$ cat src/rtl/int16_to_float32_seq.sv
// Sequential int16 (two's complement) to IEEE-754 float32 converter.
// The sign and magnitude are latched, then the magnitude is normalised with
// an iterative shifter that moves up to SHIFT_STEP positions per cycle.
// The result is held until downstream accepts it.
// Every int16 value is exact in float32, so no rounding is needed.
module int16_to_float32_seq #(
  parameter int unsigned SHIFT_STEP = 1  // legal values: 1, 2, 4, 8
) (
  input  logic        i_clk,
  input  logic        i_rst,
  input  logic        i_valid,
  output logic        o_ready,
  input  logic [15:0] i_int,
  output logic        o_valid,
  input  logic        i_ready,
  output logic [31:0] o_float
);

  typedef enum logic [1:0] {
    IDLE = 2'd0,
    NORM = 2'd1,
    DONE = 2'd2
  } state_t;

  state_t      r_state;
  state_t      w_next;

  logic        r_sign;
  logic [15:0] r_mag;
  logic [4:0]  r_cnt;
  logic        r_valid;
  logic [31:0] r_float;

  logic [15:0] w_abs;
  logic [4:0]  w_k;
  logic [7:0]  w_exp;
  logic        w_mag_zero;
  logic        w_normalised;

  // Magnitude of the incoming sample. -32768 maps to 16'h8000, which is
  // correct when the result is read as unsigned.
  always_comb begin
    w_abs = i_int[15] ? (~i_int + 16'd1) : i_int;
  end

  // Shift amount for one normalise step: the largest k in 1..SHIFT_STEP
  // whose top k bits are all zero, so the leading one is never passed.
  // This is evaluated only while the top bit is clear, so k is at least 1.
  always_comb begin
    w_k = 5'd1;
    for (int unsigned i = 1; i <= SHIFT_STEP; i++) begin
      if ((r_mag >> (16 - i)) == 16'd0) begin
        w_k = 5'(i);
      end
    end
  end

  // Normalisation status and the biased exponent: 127 + 15 - shift count.
  always_comb begin
    w_mag_zero   = (r_mag == 16'd0);
    w_normalised = r_mag[15];
    w_exp        = 8'd142 - {3'b000, r_cnt};
  end

  // State register.
  always_ff @(posedge i_clk or posedge i_rst) begin
    if (i_rst) begin
      r_state <= IDLE;
    end else begin
      r_state <= w_next;
    end
  end

  // Next-state logic.
  always_comb begin
    w_next = r_state;
    case (r_state)
      IDLE: begin
        if (i_valid) begin
          w_next = NORM;
        end
      end
      NORM: begin
        if (w_mag_zero || w_normalised) begin
          w_next = DONE;
        end
      end
      DONE: begin
        if (i_ready) begin
          w_next = IDLE;
        end
      end
      default: w_next = IDLE;
    endcase
  end

  // Output decode. Ready is asserted only in IDLE; valid and data are registered.
  always_comb begin
    o_ready = (r_state == IDLE);
    o_valid = r_valid;
    o_float = r_float;
  end

  // Datapath: latch sign and magnitude, shift toward the leading one,
  // then pack the result and hold it until it is consumed.
  always_ff @(posedge i_clk or posedge i_rst) begin
    if (i_rst) begin
      r_sign  <= 1'b0;
      r_mag   <= '0;
      r_cnt   <= '0;
      r_valid <= 1'b0;
      r_float <= '0;
    end else begin
      case (r_state)
        IDLE: begin
          if (i_valid) begin
            r_sign <= i_int[15];
            r_mag  <= w_abs;
            r_cnt  <= '0;
          end
        end
        NORM: begin
          if (w_mag_zero) begin
            r_float <= '0;
            r_valid <= 1'b1;
          end else if (w_normalised) begin
            r_float <= {r_sign, w_exp, r_mag[14:0], 8'h00};
            r_valid <= 1'b1;
          end else begin
            r_mag <= r_mag << w_k;
            r_cnt <= r_cnt + w_k;
          end
        end
        DONE: begin
          if (i_ready) begin
            r_valid <= 1'b0;
          end
        end
        default: begin
          r_valid <= 1'b0;
        end
      endcase
    end
  end

endmodule
$ cat config.mk
export PLATFORM = sky130hd
export DESIGN_NAME = int16_to_float32_seq
export DESIGN_NICKNAME = d
export VERILOG_FILES = /design/src/rtl/int16_to_float32_seq.sv
export SDC_FILE = /design/constraint.sdc
export NUM_CORES = 1
export LEC_CHECK = 0
export CAP_MARGIN = 30
export CELL_PAD_IN_SITES_DETAIL_PLACEMENT = 0
export CELL_PAD_IN_SITES_GLOBAL_PLACEMENT = 1
export CORE_MARGIN = 3
export CORE_UTILIZATION = 41
export CTS_BUF_LIST = sky130_fd_sc_hd__clkbuf_16
export DETAILED_ROUTE_END_ITERATION = 8
export GPL_TIMING_DRIVEN = 1
export PLACE_DENSITY_LB_ADDON = 0.3
export REMOVE_ABC_BUFFERS = 1
export SLEW_MARGIN = 20
export SYNTH_ARGS = -nofsm -noshare
export SYNTH_HDL_FRONTEND = slang
export SYNTH_SLANG_ARGS = --single-unit
$ cat constraint.sdc
create_clock -name i_clk -period 3.17 [get_ports i_clk]
set_clock_uncertainty 0.15 [all_clocks]
set_input_delay 0.634 -clock i_clk [delete_from_list [all_inputs] [get_ports i_clk]]
set_output_delay 0.634 -clock i_clk [all_outputs]
set_load 0.03 [all_outputs]
==> flow_metrics.tcl, run 1 <==
set metrics [dict create \
    outcome "finished, final reports clean" \
    cts-root-buf "clkbuf_16" \
    power.density_nw_per_um2 990 \
    post_cts_buffers 0 \
    r2r_cells 5 \
    crit_path_start "i_int[8]" \
    n_fill_cell 513 \
    antenna_found_initial 0 \
    yosysUniqueCellTypes 41 \
    tns_ns 0 \
    hold_slack_ns 0.330 \
    syn_inst 235 \
    fmax_mhz 367 \
    drc_errors 0 \
    drt-pass1-iter-count 4 \
    routedWlPerCell_um 14.9 \
    post_drt_via_cell_ratio 5.44 \
    cts.repair.resized 0 \
    finalCritPeriodShare_pct 85.9 \
    cp-start-kind "input pin" \
    setup_viol 0 \
    cap_viol_max_count 0 \
    vdd_drop_max_v 0.000557 \
    synth-seq-cells 49 \
    p_leak_nw 1.32 \
    start_util_pct 42.9 \
    grt_use_total_pct 17.1 \
    rsz0062_at_grt "false" \
    num_rows 27 \
    yosysWarnings 0 \
    dieArea_um2 6820 \
    synth_area_per_cell_um2 10.2 \
    layout.nets 306 \
    multi_input_area_um2 1080 \
    antennaDiodeCount 0 \
    rr_startpoint "r_mag[1]$_DFFE_PP0P_" \
    worst_slack_ns 0.448 \
    port_buffers 45 \
    grt_pass1_wl_um 8810 \
    final-seq-area_um2 1230 \
    relSlewSlack_pct 45.8 \
    wl_um 5300 \
    cts_made_buffers 5 \
    cts_tree "built" \
    num_vias 1941 \
    die_h_um 82.6 \
    cp_max_fo 4 \
    ys_seq_area_share_pct 51.0 \
    cp.arrival_ns 2.74 \
    ios 54 \
    syn_area_um2 2400 \
    drt_iter0_markers 134 \
    htree_levels 2 \
    cp-end-kind "flop" \
    routabilityCongestion 0.812 \
    rrSetupSlack_ns 0.70 \
    fp.dieW_um 82.6 \
    crit_type "input pin to flop" \
    crit_required_ns 3.19 \
    grt_overflow 0 \
    dp_hpwl_um 3990 \
    grt_max_degree 26 \
    tightest_slew_ns 0.811 \
    r2r-end "o_float[21]$_DFFE_PP0P_" \
    dp_slack_ns 0.145 \
    ant_nets 0 \
    core_um2 5610 \
    hold_violations 0 \
    fin_crit_ns 2.72 \
    clk_pin_slew_ns 0.06 \
    drive_above_1_share_pct 6.67 \
    crit_end "r_mag[14]$_DFFE_PP0P_" \
    hp-class "flop to flop" \
    clk_latency_ns 0.28 \
    clockBufferDepth 2 \
    grt_pass1_vias 1844 \
    ctsHoldBuffers 0 \
    syn_to_final_growth_pct 28.7 \
    p_total_w 0.00307 \
    slew_violations 0 \
    cts_sinks 49 \
]
-- cell usage after synthesis --
library cell / n / area [µm²]
a21oi_1: 10 / 50.1
a221o_1: 1 / 10.0
a221oi_1: 1 / 8.76
a22o_1: 20 / 175
a22oi_1: 4 / 30.0
a2bb2oi_1: 1 / 8.76
a31oi_1: 5 / 31.3
a32o_1: 1 / 10.0
a41oi_1: 1 / 8.76
and2_1: 1 / 6.26
and3_1: 3 / 18.8
buf_2: 1 / 5.00
buf_4: 8 / 60.1
clkbuf_1: 9 / 33.8
conb_1: 1 / 3.75
dfrtp_1: 49 / 1230
ha_1: 2 / 25.0
inv_1: 6 / 22.5
mux2i_1: 1 / 10.0
nand2_1: 21 / 78.8
nand2b_1: 4 / 25.0
nand3_1: 4 / 20.0
nand3b_1: 1 / 7.51
nand4_1: 1 / 6.26
nor2_1: 18 / 67.6
nor2b_1: 2 / 12.5
nor3_1: 2 / 10.0
nor4_1: 4 / 25.0
o21ai_0: 13 / 65.1
o22a_1: 1 / 8.76
o2bb2ai_1: 4 / 35.0
o31ai_1: 8 / 60.1
o32a_1: 1 / 10.0
o41ai_1: 2 / 17.5
o41ai_2: 1 / 16.3
or3_1: 3 / 18.8
or3b_2: 1 / 8.76
or4_1: 3 / 22.5
or4_4: 2 / 22.5
xnor2_1: 7 / 61.3
xor2_1: 7 / 61.3
-- cells in the final DEF (no fill, tap or decap), types with 3 or more instances in the layout --
cell             synthesis  final
dfrtp_1                 49     49
clkdlybuf4s50_1          0     45
nand2_1                 21     21
a22o_1                  20     20
nor2_1                  18     18
o21ai_0                 13     13
a21oi_1                 10     10
o31ai_1                  8      8
conb_1                   1      8
buf_4                    8      8
xnor2_1                  7      7
xor2_1                   7      7
inv_1                    6      6
a31oi_1                  5      5
clkbuf_16                0      5
nor4_1                   4      4
nand2b_1                 4      4
a22oi_1                  4      4
nand3_1                  4      4
o2bb2ai_1                4      4
or4_1                    3      3
or3_1                    3      3
and3_1                   3      3
-- metrics by stage --
stage | instance area [µm²] | instances | utilization, %
after floorplan | 2330 | 224 | -
after global placement | 2930 | 348 | 52.2
after detailed placement | 2930 | 348 | 52.2
after CTS | 3090 | 356 | 55.1
after global routing | 3100 | 357 | 55.2
final | 3100 | 357 | 55.2
-- layer usage --
| metal | wire length, µm | track usage [%] |
|---|---|---|
| met1 | 2520 | 23.6 |
| met2 | 2430 | 26.5 |
| met3 | 293 | 3.36 |
| met4 | 61 | 6.21 |
| met5 | 0 | 0 |
-- layout make-up --
class | count | area share (%)
Timing Repair Buffer | 53 | 16.5
Inverter | 6 | 0.728
Tap cell | 72 | 2.91
Clock inverter | 3 | 1.21
Sequential cell | 49 | 39.6
Multi-Input combinational cell | 169 | 35.0
Clock buffer | 5 | 4.04
-- registers in the layout, indices dropped and copies added (netlist names) --
| signal | count |
|---|---|
| r_mag | 16 |
| o_float | 24 |
| r_state | 2 |
| o_valid | 1 |
| r_cnt | 5 |
| r_sign | 1 |
-- where the power goes --
| group | internal (W) | switching [W] | leakage [nW] |
|---|---|---|---|
| Combinational | 0.000593 | 0.000785 | 0.627 |
| Clock | 0.000366 | 0.000211 | 0.0826 |
| Sequential | 0.000888 | 0.000223 | 0.612 |
| Total | 0.00185 | 0.00122 | 1.32 |
-- cells by family (layout without fill, tap and decap cells) --
kind of cell	count (synthesis)	after routing	share of synthesized area (%)
AOI/OAI and AO/OA	74	74	22.7
other	1	8	0.156
muxes	1	1	0.416
and+or+nand+nor	70	70	14.6
xor gates and xnor gates	14	14	5.10
buffers and inverters	24	67	5.05
DFF	49	49	51.0
adders and majority gates	2	2	1.04
-- critical path: stages --
cell	delay (ns)
clkdlybuf4s50_1	0.46
or4_4	0.55
or4_1	0.43
o31ai_1	0.26
nor3_1	0.08
o32a_1	0.32
-- worst min-delay path by stage --
| stage | startpoint | cells past startpoint | endpoint | slack, ns |
|---|---|---|---|---|
| floorplan | r_sign$_DFFE_PP0P_ | 2 | r_sign$_DFFE_PP0P_ | 0.30 |
| finish | r_sign$_DFFE_PP0P_ | 2 | r_sign$_DFFE_PP0P_ | 0.33 |
| global route | o_float[29]$_DFFE_PP0P_ | 1 | o_float[29]$_DFFE_PP0P_ | 0.36 |
| global placement | r_sign$_DFFE_PP0P_ | 2 | r_sign$_DFFE_PP0P_ | 0.31 |
| detailed placement | r_sign$_DFFE_PP0P_ | 2 | r_sign$_DFFE_PP0P_ | 0.32 |
| CTS | r_sign$_DFFE_PP0P_ | 2 | r_sign$_DFFE_PP0P_ | 0.33 |
Power figures use the tool's default switching activity.
==> run 2, diff against run 1 <==
--- a/config.mk
+++ b/config.mk
@@ -11,6 +11,7 @@
 export CORE_MARGIN = 3
 export CORE_UTILIZATION = 41
 export CTS_BUF_LIST = sky130_fd_sc_hd__clkbuf_16
+export CTS_CLUSTER_DIAMETER = 150
 export DETAILED_ROUTE_END_ITERATION = 8
 export GPL_TIMING_DRIVEN = 1
 export PLACE_DENSITY_LB_ADDON = 0.3
==> results of run 2 <==
Same layout as run 1: the final DEF is identical, and so are final timing and power.
